$ cat src/rtl/motor_status_debouncer_pkg.sv
// Shared types for the motor status debouncer: clock/reset bundle and the
// encoding of which status input produced an event.
package motor_status_debouncer_pkg;

   typedef struct packed {
      logic clk;
      logic reset;
   } ckrs_t;

   typedef enum logic [1:0] {
      EV_PFAIL = 2'd0,
      EV_SW_A  = 2'd1,
      EV_SW_B  = 2'd2
   } motor_event_kind_t;

   localparam int KINDS_PER_CHANNEL = 3;

endpackage

$ cat src/rtl/motor_status_debouncer_debounce_bit.sv
// One status input: 2-FF synchroniser followed by a stability counter that
// flips the debounced level after DEBOUNCE_CYCLES consecutive differing samples.
module debounce_bit #(
   parameter int DEBOUNCE_CYCLES = 1000
) (
   input  logic clk_i,
   input  logic rst_i,
   input  logic raw_i,
   output logic level_o,
   output logic toggle_o
);
   localparam int              CW       = $clog2(DEBOUNCE_CYCLES + 1);
   localparam logic [CW-1:0]   CNT_LAST = CW'(DEBOUNCE_CYCLES - 1);

   logic [1:0]    sync_q;
   logic          level_q, level_d;
   logic [CW-1:0] cnt_q, cnt_d;
   logic          differ, toggle;

   // toggle is exposed combinationally so the parent can mark the event on the same edge
   always_comb begin
      differ = sync_q[1] ^ level_q;
      toggle = differ && (cnt_q == CNT_LAST);
      cnt_d  = (!differ || toggle) ? '0 : cnt_q + CW'(1);
      level_d = level_q ^ toggle;
   end

   always_ff @(posedge clk_i) begin
      if (rst_i) begin
         sync_q  <= '0;
         level_q <= 1'b0;
         cnt_q   <= '0;
      end else begin
         sync_q  <= {sync_q[0], raw_i};
         level_q <= level_d;
         cnt_q   <= cnt_d;
      end
   end

   assign level_o  = level_q;
   assign toggle_o = toggle;

endmodule

$ cat src/rtl/motor_status_debouncer.sv
// Debounces three status inputs per motor channel and reports every debounced
// change as an event through a round-robin arbiter and a valid/ready register.
module motor_status_debouncer
   import motor_status_debouncer_pkg::*;
#(
   parameter int NCHANNELS       = 16,
   parameter int DEBOUNCE_CYCLES = 1000
) (
   input  ckrs_t                          ClkRs_ix,
   input  logic [1:NCHANNELS]             pl_pfail_i,
   input  logic [1:NCHANNELS]             pl_sw_outa_i,
   input  logic [1:NCHANNELS]             pl_sw_outb_i,
   output logic [1:NCHANNELS]             pfail_ob,
   output logic [1:NCHANNELS]             sw_outa_ob,
   output logic [1:NCHANNELS]             sw_outb_ob,
   output logic                           event_valid_o,
   input  logic                           event_ready_i,
   output logic [$clog2(NCHANNELS+1)-1:0] event_channel_o,
   output motor_event_kind_t              event_kind_o,
   output logic                           event_level_o,
   output logic [3*NCHANNELS-1:0]         overrun_o,
   input  logic                           overrun_clear_i
);
   localparam int NIDX = KINDS_PER_CHANNEL * NCHANNELS;
   localparam int IW   = $clog2(NIDX);
   localparam int CHW  = $clog2(NCHANNELS + 1);

   logic clk, rst;
   assign clk = ClkRs_ix.clk;
   assign rst = ClkRs_ix.reset;

   logic [NIDX-1:0] rawVec, levelVec, toggleVec;

   for (genvar ch = 1; ch <= NCHANNELS; ch++) begin : g_chan
      assign rawVec[3*(ch-1)+int'(EV_PFAIL)] = pl_pfail_i[ch];
      assign rawVec[3*(ch-1)+int'(EV_SW_A)]  = pl_sw_outa_i[ch];
      assign rawVec[3*(ch-1)+int'(EV_SW_B)]  = pl_sw_outb_i[ch];
      assign pfail_ob[ch]   = levelVec[3*(ch-1)+int'(EV_PFAIL)];
      assign sw_outa_ob[ch] = levelVec[3*(ch-1)+int'(EV_SW_A)];
      assign sw_outb_ob[ch] = levelVec[3*(ch-1)+int'(EV_SW_B)];
   end

   for (genvar i = 0; i < NIDX; i++) begin : g_bit
      debounce_bit #(.DEBOUNCE_CYCLES(DEBOUNCE_CYCLES)) u_bit (
         .clk_i    (clk),
         .rst_i    (rst),
         .raw_i    (rawVec[i]),
         .level_o  (levelVec[i]),
         .toggle_o (toggleVec[i])
      );
   end

   logic [NIDX-1:0]   pending_q, pending_d, overrun_q, overrun_d, loadMask;
   logic [IW-1:0]     ptr_q, ptr_d, selIdx;
   logic [IW:0]       cand;
   logic              found, load;
   logic              valid_q, valid_d, level_q, level_d;
   logic [CHW-1:0]    chan_q, chan_d;
   motor_event_kind_t kind_q, kind_d;

   // first pending index at or after the pointer, wrapping once around the index space
   always_comb begin
      found  = 1'b0;
      selIdx = '0;
      cand   = '0;
      for (int j = 0; j < NIDX; j++) begin
         cand = {1'b0, ptr_q} + (IW+1)'(j);
         if (cand >= (IW+1)'(NIDX)) cand = cand - (IW+1)'(NIDX);
         if (!found && pending_q[cand[IW-1:0]]) begin
            found  = 1'b1;
            selIdx = cand[IW-1:0];
         end
      end
   end

   // a toggle landing on the index being loaded re-arms it instead of counting as an overrun
   always_comb begin
      load     = found && (!valid_q || event_ready_i);
      loadMask = '0;
      if (load) loadMask[selIdx] = 1'b1;
      pending_d = (pending_q & ~loadMask) | toggleVec;
      overrun_d = (overrun_clear_i ? '0 : overrun_q) | (toggleVec & pending_q & ~loadMask);
      ptr_d    = ptr_q;
      valid_d  = valid_q;
      chan_d   = chan_q;
      kind_d   = kind_q;
      level_d  = level_q;
      if (load) begin
         ptr_d   = (int'(selIdx) == NIDX - 1) ? '0 : selIdx + IW'(1);
         valid_d = 1'b1;
         chan_d  = CHW'(int'(selIdx) / 3 + 1);
         kind_d  = motor_event_kind_t'(2'(int'(selIdx) % 3));
         level_d = levelVec[selIdx];
      end else if (event_ready_i) begin
         valid_d = 1'b0;
      end
   end

   always_ff @(posedge clk) begin
      if (rst) begin
         pending_q <= '0;
         overrun_q <= '0;
         ptr_q     <= '0;
         valid_q   <= 1'b0;
         chan_q    <= '0;
         kind_q    <= EV_PFAIL;
         level_q   <= 1'b0;
      end else begin
         pending_q <= pending_d;
         overrun_q <= overrun_d;
         ptr_q     <= ptr_d;
         valid_q   <= valid_d;
         chan_q    <= chan_d;
         kind_q    <= kind_d;
         level_q   <= level_d;
      end
   end

   assign event_valid_o   = valid_q;
   assign event_channel_o = chan_q;
   assign event_kind_o    = kind_q;
   assign event_level_o   = level_q;
   assign overrun_o       = overrun_q;

endmodule
$ cat config.mk
export PLATFORM = sky130hd
export DESIGN_NAME = motor_status_debouncer
export DESIGN_NICKNAME = d
export VERILOG_FILES = /design/src/rtl/motor_status_debouncer_pkg.sv /design/src/rtl/motor_status_debouncer_debounce_bit.sv /design/src/rtl/motor_status_debouncer.sv
export SDC_FILE = /design/constraint.sdc
export NUM_CORES = 2
export LEC_CHECK = 0
export ABC_AREA = 1
export CELL_PAD_IN_SITES_DETAIL_PLACEMENT = 1
export CELL_PAD_IN_SITES_GLOBAL_PLACEMENT = 1
export CORE_MARGIN = 5
export CORE_UTILIZATION = 40
export CTS_CLUSTER_DIAMETER = 150
export DETAILED_ROUTE_END_ITERATION = 7
export HOLD_SLACK_MARGIN = 0.15
export PLACE_DENSITY_LB_ADDON = 0.1
export RECOVER_POWER = 50
export SYNTH_ARGS = -nofsm -noshare
export SYNTH_HDL_FRONTEND = slang
export SYNTH_SLANG_ARGS = --single-unit
$ cat constraint.sdc
create_clock -name ClkRs_ix -period 9.45 [get_ports ClkRs_ix]
set_input_delay 1.89 -clock ClkRs_ix [delete_from_list [all_inputs] [get_ports ClkRs_ix]]
set_output_delay 1.89 -clock ClkRs_ix [all_outputs]
set_load 0.02 [all_outputs]
==> summary.md <==
| Metric | Value |
|---|---|
| Final period util | 95.1% |
| Pin count of the biggest net entering global routing | 49 |
| CP startpoint | ptr_q[2] |
| P&R area growth vs syn | 33.3% |
| WHS Path Cells | 4 |
| Vias in the first global route | 51700 |
| R2r worst-path depth | 66 |
| Clk_lat worst skew | 680 ps |
| Post-synthesis register bit count | 735 |
| Total negative slack | 0 ps |
| Synthesized net count | 6267 |
| Global route total overflow | 0 |
| Switching part of the total | 49.5% |
| NetSw | 0.0122 W |
| Synth warn | 0 |
| Max-slew violations | 0 |
| TritonCTS clock tree | built |
| Antenna violations before repair | 4 |
| Post-synth cell types | 66 |
| Full die area | 0.109 mm² |
| Vert. Die Dim | 330 µm |
| Crit-path slowest cell | dfxtp_4 |
| CP arrival | 9550 ps |
| Die W | 330 µm |
| CP endpoint kind | register |
| Failing checks | hold timing |
| Buffers on Ports | 155 |
| Comb pwr share | 53.3% |
| Crit Path Category | register to register |
| Crit start category | register |
| Setup crit end | event_channel_o[2] |
| Clock period minus worst slack | 8980 ps |
| First-pass GRT wire length | 261 mm |
| Mapped Area | 0.0409 mm² |
| Placer congestion estimate | 1.03 |
| Post-route ant nets | 0 |
| Drt first-iter violations | 2785 |
| Initial Utilization | 40.2% |
| Share of cells above drive strength 1 | 13.9% |
| Leakage | 22.9 nW |
| CP bufs+invs | 12 |
| Most used cell, CP | nor2_4 |
| CP max stage delay | 360 ps |
| Max_slew headroom | 17.3% |
| Levels on crit path | 66 |
| Final Hold Vio Count | 13 |
| Via density per instance | 5.45 |
| Maxcap violations | 0 |
| Worst R2R End | event_channel_o[2] |
| PD cells | 451 mW/mm² |
| Final WL | 175 mm |
| Mapped Cells | 6106 |
| Kind of cell adding the most delay to the critical path | simple AND/OR/NAND/NOR gates |
| Hold crit path type | clock port to register |
| VDD IR max | 0.519 mV |
| Clk slew on worst S/H paths | 60 ps |
| Post-synth ARST share | 0% |
| Worst path required time | 10020 ps |
| GR Util All Layers | 31.7% |
| Internal power | 0.0124 W |
| Initial DRT Pass Iterations | 6 |
| Clock share of power | 32.0% |
| Sequential share of power | 14.7% |
| Finished Core Util | 53.6% |
| IO Count | 157 |
| Mapped Avg Cell Area | 6.70 µm² |
| Core Footprint | 0.102 mm² |
| Number of remaining DRC errors | 0 |
| Sequential area share after synthesis | 36.0% |
| Worst hold slack | -5.36 ps |
| Clock Skew | 42.3 ps |
| F_max | 0.111 GHz |
| Num rows | 117 |
| Setup Viol. Count Final | 0 |
| WL/cell | 21.3 µm |
| Outcome | finished, violations left |
| Flop2flop setup slack | 470 ps |
| Via count | 44800 |
| R2r startpoint | ptr_q[2] |
| Net count, final | 6845 |
| Main synth FF type | dfxtp_1 |
| Post-synth EDFFs | 0 |
| Post-CTS Hold Fix Bufs | 0 |
| Worst Tran Pin Value | 1240 ps |
| Crit Path Max Fanout | 8 |
| Post-DP HPWL | 121 mm |
routing by layer:
layer	vias to the layer above	track usage [%]	wire length [µm]
met5	-	0	0
met4	0	28.6	9760
met3	614	15.1	14400
met2	1734	47.0	81000
met1	21400	33.3	69800
li1	21000	-	-
timing repair:
action,4_1_cts,5_1_grt
gates resized for setup,7,214
buffers inserted,0,82
pin swaps,0,50
cloned,1,7
endpoints found under the setup margin,4,14
placed cells by master (no fill, tap or decap), types with 34 or more instances in the layout:
cell,instances
xor2_1,56
o21ai_0,205
nor4_1,50
dfxtp_1,729
clkdlybuf4s50_1,107
dlygate4sd3_1,48
nand2_1,1261
nand2_2,52
o21a_1,65
or2_2,34
nand4_1,92
and3_1,34
nor3b_1,136
nor3_1,190
xnor2_1,64
nand3b_1,37
inv_1,832
nand3_2,35
inv_2,98
clkbuf_16,269
a21oi_1,389
ha_1,98
nand3_1,474
nor2_1,799
clkbuf_1,78
buf_4,226
sequential cells by signal, summed over array words and instances (netlist names), named ones only:
name / cells
overrun_o: 48
pending_q: 48
g_bit.u_bit.sync_q: 96
event_kind_o: 2
event_valid_o: 1
event_level_o: 1
ptr_q: 6
event_channel_o: 5
g_bit.u_bit.cnt_q: 480
power by group through the flow:
stage	Clock [W]	Combinational, W	Sequential, W
4_1_cts	0.00813	0.0118	0.00361
5_1_grt	0.00839	0.0140	0.00364
2_1_floorplan	0.000826	0.00659	0.00363
3_5_place_dp	0.000536	0.0115	0.00367
6_report	0.00787	0.0131	0.00361
3_3_place_gp	0.000536	0.0114	0.00366
worst min-delay path by stage:
stage	start	endpoint	slack (ps)
finish	ClkRs_ix[0]	overrun_o[9]	-5
global route	ClkRs_ix[0]	g_bit[20].u_bit.sync_q[0]	-8
CTS	ClkRs_ix[0]	pending_q[11]	-3
detailed placement	ClkRs_ix[0]	ptr_q[0]	60
global placement	ClkRs_ix[0]	ptr_q[0]	60
floorplan	g_bit[0].u_bit.sync_q[0]	g_bit[0].u_bit.sync_q[1]	390
Yosys cell counts (27+ instances only):
library cell	n	area, µm²
nand4_1	92	576
ha_1	109	1360
o21ai_0	220	1100
inv_2	30	113
nand3b_1	37	278
nor3b_1	136	1020
and3_1	34	213
nand2_2	27	169
or2_2	34	213
xnor2_1	64	561
a21oi_1	390	1950
o21a_1	67	503
nor2_1	808	3030
inv_1	835	3130
buf_4	56	420
nand3_1	504	2520
dfxtp_1	735	14700
buf_2	33	165
nor3_1	191	956
clkbuf_1	68	255
nand2_1	1297	4870
xor2_1	60	526
nor4_1	51	319
worst min-delay path, stage by stage:
cell       delay, ps
clkbuf_16        210
clkbuf_16        230
clkbuf_16        150
a21oi_1           30
stage by stage:
step	cell area, µm²	std cells	power (W)	hold WS (ps)	worst slack, ps
global route	54500	8211	0.0260	-8.13	-201
detailed placement	44600	7630	0.0157	61.7	25.7
floorplan	40900	6106	0.0110	388	48.7
CTS	52900	8122	0.0235	-3.41	2.67
global placement	44600	7630	0.0156	61.7	198
finish	54500	8213	0.0246	-5.36	468
final cells by class:
cell class | instances | area [µm²]
Fill cell | 12900 | 47200
Multi-Input combinational cell | 4333 | 22700
Timing Repair inverter | 1 | 5.00
Tap cell | 1368 | 1710
Sequential cell | 735 | 14700
Clock buffer | 362 | 7170
Inverter | 865 | 3290
Clock inverter | 136 | 1140
Timing Repair Buffer | 411 | 3780
Antenna cell | 2 | 5.00
logic make-up after synthesis:
| group | Yosys count | share of synthesized area [%] |
|---|---|---|
| AO/OA/AOI/OAI | 808 | 11.0 |
| XOR/XNOR | 132 | 3.00 |
| adder cells (fa/ha/maj) | 109 | 3.33 |
| flip-flops | 735 | 36.0 |
| buffers and inverters | 1038 | 10.2 |
| AND/OR/NAND/NOR | 3282 | 36.4 |
| multiplexers | 2 | 0.0520 |
(Power assumes the default switching activity.)
